File: src/rtl/pe_dbuf_wr_agu.sv
// Write-side address generator for a PE data buffer.
// Walks a row x col tile in row-major, transposed or fixed-pitch order
// and issues one registered buffer write per accepted fill-stream beat.
module pe_dbuf_wr_agu #(
    parameter int unsigned ADDR_W = 8,
    parameter int unsigned IDX_W  = 4
) (
    input  logic              clk,
    input  logic              rst,
    input  logic              start,
    input  logic [1:0]        mode,
    input  logic [ADDR_W-1:0] base,
    input  logic [IDX_W-1:0]  row_lim,
    input  logic [IDX_W-1:0]  col_lim,
    input  logic              in_valid,
    output logic              in_ready,
    output logic              wr_en,
    output logic [ADDR_W-1:0] wr_addr,
    output logic              busy,
    output logic              done
);

    localparam int unsigned PITCH = 16;

    typedef enum logic [0:0] {
        IDLE = 1'b0,
        RUN  = 1'b1
    } state_e;

    state_e            state_q;
    logic [IDX_W-1:0]  row_lim_q;
    logic [IDX_W-1:0]  col_lim_q;
    logic [IDX_W-1:0]  row_q;
    logic [IDX_W-1:0]  col_q;
    // Address of the first beat of the current outer-loop row.
    logic [ADDR_W-1:0] row_addr_q;
    // Address of the next beat to be accepted.
    logic [ADDR_W-1:0] cur_addr_q;
    // Per-mode strides: outer step and inner step.
    logic [ADDR_W-1:0] rstride_q;
    logic [ADDR_W-1:0] cstride_q;
    logic              wr_en_q;
    logic [ADDR_W-1:0] wr_addr_q;
    logic              done_q;

    // Tile FSM, running address accumulators and registered write outputs.
    always_ff @(posedge clk) begin
        if (rst) begin
            state_q    <= IDLE;
            row_lim_q  <= '0;
            col_lim_q  <= '0;
            row_q      <= '0;
            col_q      <= '0;
            row_addr_q <= '0;
            cur_addr_q <= '0;
            rstride_q  <= '0;
            cstride_q  <= '0;
            wr_en_q    <= 1'b0;
            wr_addr_q  <= '0;
            done_q     <= 1'b0;
        end else begin
            wr_en_q <= 1'b0;
            done_q  <= 1'b0;
            case (state_q)
                IDLE: begin
                    if (start) begin
                        state_q    <= RUN;
                        row_lim_q  <= row_lim;
                        col_lim_q  <= col_lim;
                        row_q      <= '0;
                        col_q      <= '0;
                        row_addr_q <= base;
                        cur_addr_q <= base;
                        case (mode)
                            2'd1: begin
                                rstride_q <= ADDR_W'(1);
                                cstride_q <= ADDR_W'(row_lim) + ADDR_W'(1);
                            end
                            2'd2: begin
                                rstride_q <= ADDR_W'(PITCH);
                                cstride_q <= ADDR_W'(1);
                            end
                            default: begin
                                rstride_q <= ADDR_W'(col_lim) + ADDR_W'(1);
                                cstride_q <= ADDR_W'(1);
                            end
                        endcase
                    end
                end
                RUN: begin
                    if (in_valid) begin
                        wr_en_q   <= 1'b1;
                        wr_addr_q <= cur_addr_q;
                        if (col_q == col_lim_q) begin
                            col_q      <= '0;
                            row_q      <= row_q + IDX_W'(1);
                            row_addr_q <= row_addr_q + rstride_q;
                            cur_addr_q <= row_addr_q + rstride_q;
                            if (row_q == row_lim_q) begin
                                state_q <= IDLE;
                                done_q  <= 1'b1;
                            end
                        end else begin
                            col_q      <= col_q + IDX_W'(1);
                            cur_addr_q <= cur_addr_q + cstride_q;
                        end
                    end
                end
                default: state_q <= IDLE;
            endcase
        end
    end

    assign in_ready = (state_q == RUN);
    assign busy     = (state_q == RUN);
    assign wr_en    = wr_en_q;
    assign wr_addr  = wr_addr_q;
    assign done     = done_q;

endmodule
File: config.mk
export PLATFORM = sky130hd
export DESIGN_NAME = pe_dbuf_wr_agu
export DESIGN_NICKNAME = d
export VERILOG_FILES = /design/src/rtl/pe_dbuf_wr_agu.sv
export SDC_FILE = /design/constraint.sdc
export NUM_CORES = 1
export LEC_CHECK = 0
export ABC_AREA = 1
export CAP_MARGIN = 20
export CORE_MARGIN = 5
export CORE_UTILIZATION = 56
export CTS_BUF_LIST = sky130_fd_sc_hd__clkbuf_16
export DETAILED_ROUTE_END_ITERATION = 16
export PLACE_DENSITY = 0.8
export SYNTH_ARGS = -nofsm -noshare
export SYNTH_HDL_FRONTEND = slang
export SYNTH_SLANG_ARGS = --single-unit
File: constraint.sdc
create_clock -name clk -period 2.2 [get_ports clk]
set_clock_uncertainty 0.15 [all_clocks]
set_input_delay 0.55 -clock clk [delete_from_list [all_inputs] [get_ports clk]]
set_output_delay 0.55 -clock clk [all_outputs]
set_load 0.03 [all_outputs]
==> flow_metrics.py, run 1 <==
metrics = {
    "floorplanning": {
        "io_pins": 34,
        "rows": 26,
        "initial_utilization_pct": 57.98,
        "core_um2": 5140,
        "die_y_um": 82.95,
        "die-area_um2": 6881,
        "die_w_um": 82.95,
    },
    "sta": {
        "min_period_ps": 2051,
        "maxSlewHeadroom_pct": 75.75,
        "max_freq_ghz": 0.4877,
        "rsz0062_at_grt": "no",
        "hold_viol_final": 0,
        "fin_crit_sh_pct": 93.21,
        "finalSetupViolations": 0,
        "worst_pin_slew_ps": 362.8,
        "timing.hold.ws_ps": 332.6,
        "drv_slew": 0,
    },
    "global_route": {
        "grt_busiest_layer": "met2",
        "grt_pass1_vias": 2936,
        "grt_usage_pct": 22.47,
        "grt_use_met3_pct": 4.554,
        "grt_max_degree": 42,
        "grt_pass1_wl_um": 12940,
        "grt_use_met2_pct": 40.01,
        "grt_overflow": 0,
        "gr-usage-met1_pct": 25.96,
        "antenna_found_initial": 0,
    },
    "synth": {
        "synth_fp_nets": 474,
        "synth-seq-cells": 53,
        "yosysTopAreaCellShare_pct": 35.60,
        "avgSynthCellArea_um2": 6.867,
        "synth_top_cell_by_area": "dfxtp_1",
        "yosysSeqAreaShare_pct": 35.60,
        "ys_types": 30,
        "synth_area_leaders": "dfxtp_1 (36%), nand2_1 (12%), o21ai_0 (7.1%)",
        "synth_cells": 434,
        "yosysWarnings": 0,
        "syn_area_um2": 2980,
    },
    "layout": {
        "post-route-util_pct": 69.89,
        "mostFrequentLayoutCells": "nand2_1 (95), dfxtp_1 (53), nor2_1 (52)",
        "design_area_um2": 3592,
        "antennaDiodeCount": 0,
        "layout_commonest_cell": "nand2_1",
        "regArea_um2": 1061,
        "fin_nets": 513,
        "nFillCells": 484,
        "synthToLayoutAreaGrowth_pct": 20.53,
        "drive_gt1_share_pct": 8.228,
        "multi_input_area_um2": 1665,
    },
    "flow_run": {
        "drv_cap": 0,
    },
    "worst_setup_path": {
        "critical-path-slowest-cell": "clkdlybuf4s50_1",
        "critical_path_peak_fanout": 3,
        "cpPeakStageDelay_ps": 690,
        "crit_required_ps": 1500,
        "cp-start-kind": "register",
        "crit_type": "register to output pin",
        "end_kind": "output pin",
        "cp_data_arrival_time_ps": 1350,
        "cp.buffers_inverters": 1,
        "worstPathCellList": "clkdlybuf4s50_1",
        "critPathTopFamily": "buffers and inverters",
    },
    "clock_network": {
        "post_cts_buffers": 0,
        "clk_latency_ps": 300,
        "cts_tree": "built",
        "path_clk_slew_ps": 80,
        "htreeDepth": 2,
        "clockBufferDepth": 2,
        "cts_root_buf": "clkbuf_16",
        "cts_buffers": 5,
        "hold_buffers": 0,
        "ctsResizeCount": 0,
        "clock-sinks": 53,
    },
    "placed_design": {
        "globalplace.congestion": 0.8519,
        "postPlaceCellArea_um2": 3446,
        "portBuffers": 33,
        "dp.final_hpwl_um": 5733,
    },
    "pwr": {
        "p_leak_uw": 0.001671,
        "powerDensity_nw_per_um2": 685.4,
        "ir_worst_vdd_mv": 0.3781,
    },
    "outcome": {
        "outcome": "complete, no violations",
    },
    "drt": {
        "ant_nets": 0,
        "wl_um": 7503,
        "vias_per_cell": 5.469,
        "drt_iter0_drc": 169,
        "first_pass_iters": 5,
        "route.detailed.wl_per_inst_um": 13.79,
        "num_vias": 2975,
        "route.detailed.drc": 0,
    },
    "hold_path": {
        "hold_path.class": "register to register",
    },
}
## per-layer routing
layer / vias to the layer above / routed length (um)
met5: - / 0
met4: 0 / 212
met3: 26 / 373
met2: 79 / 3680
met1: 1380 / 3237
li1: 1490 / -
## synthesized netlist by cell type, drive strengths merged
master	n
o21bai	1
nor2	54
nand2	99
o21a	1
xnor2	8
clkbuf	9
inv	43
nand3	30
nand4	6
ha	16
a31oi	1
nor3	2
a21oi	41
o21ai	48
dfxtp	53
fa	2
a22oi	1
xor2	5
nand2b	1
or2	2
buf	9
nand3b	2
## through the flow
stage	power [uW]	setup TNS, ps	setup WS [ps]	instances
4_1_cts	2460	0	142.2	544
3_5_place_dp	1676	-30.69	-13.08	536
2_1_floorplan	1475	0	442.6	434
5_1_grt	2589	0	31.25	544
3_3_place_gp	1658	0	24.90	536
6_report	2462	0	149.4	544
## power by group
part | internal (uW) | switching, uW | total, uW
combinational | 238 | 331 | 569
sequential | 1030 | 60.1 | 1090
clock | 425 | 377 | 802
total | 1690 | 768 | 2460
## sequential cells by signal, summed over array words and instances (netlist names)
register    flops
busy            1
col_lim_q       4
col_q           4
cstride_q       5
cur_addr_q      8
done            1
row_addr_q      8
row_lim_q       4
row_q           4
rstride_q       5
wr_addr         8
wr_en           1
## cell families after synthesis
kind of cell	synth area share (%)
fa+ha+maj	8.060
buf+inv	8.522
flops	35.60
compound gates	16.29
xor+xnor	3.820
simple gates	27.71
## layout make-up
type / instances / share of cell area, %
multi-input cells: 320 / 46.36
flip-flops and latches: 53 / 29.54
repair buffers: 50 / 13.10
inverters: 43 / 4.493
clock buffers: 5 / 3.483
well taps: 70 / 2.438
clock inverters: 3 / 0.5921
## path summary, 6_finish.rpt
path	startpoint	end	slack, ps	cells after the start
worst max-delay path	busy	busy	150	1
worst min-delay path	wr_addr[7]	wr_addr[7]	330	2
worst max register to register	row_addr_q[0]	row_addr_q[6]	230	11
worst min register to register	wr_addr[7]	wr_addr[7]	330	2
Power figures use the tool's default switching activity.
==> inputs of run 2 (changes only) <==
Settings changed: CTS_CLUSTER_DIAMETER from default to 80.
==> results of run 2 <==
The final DEF is identical to that of run 1; final timing and power are the same.
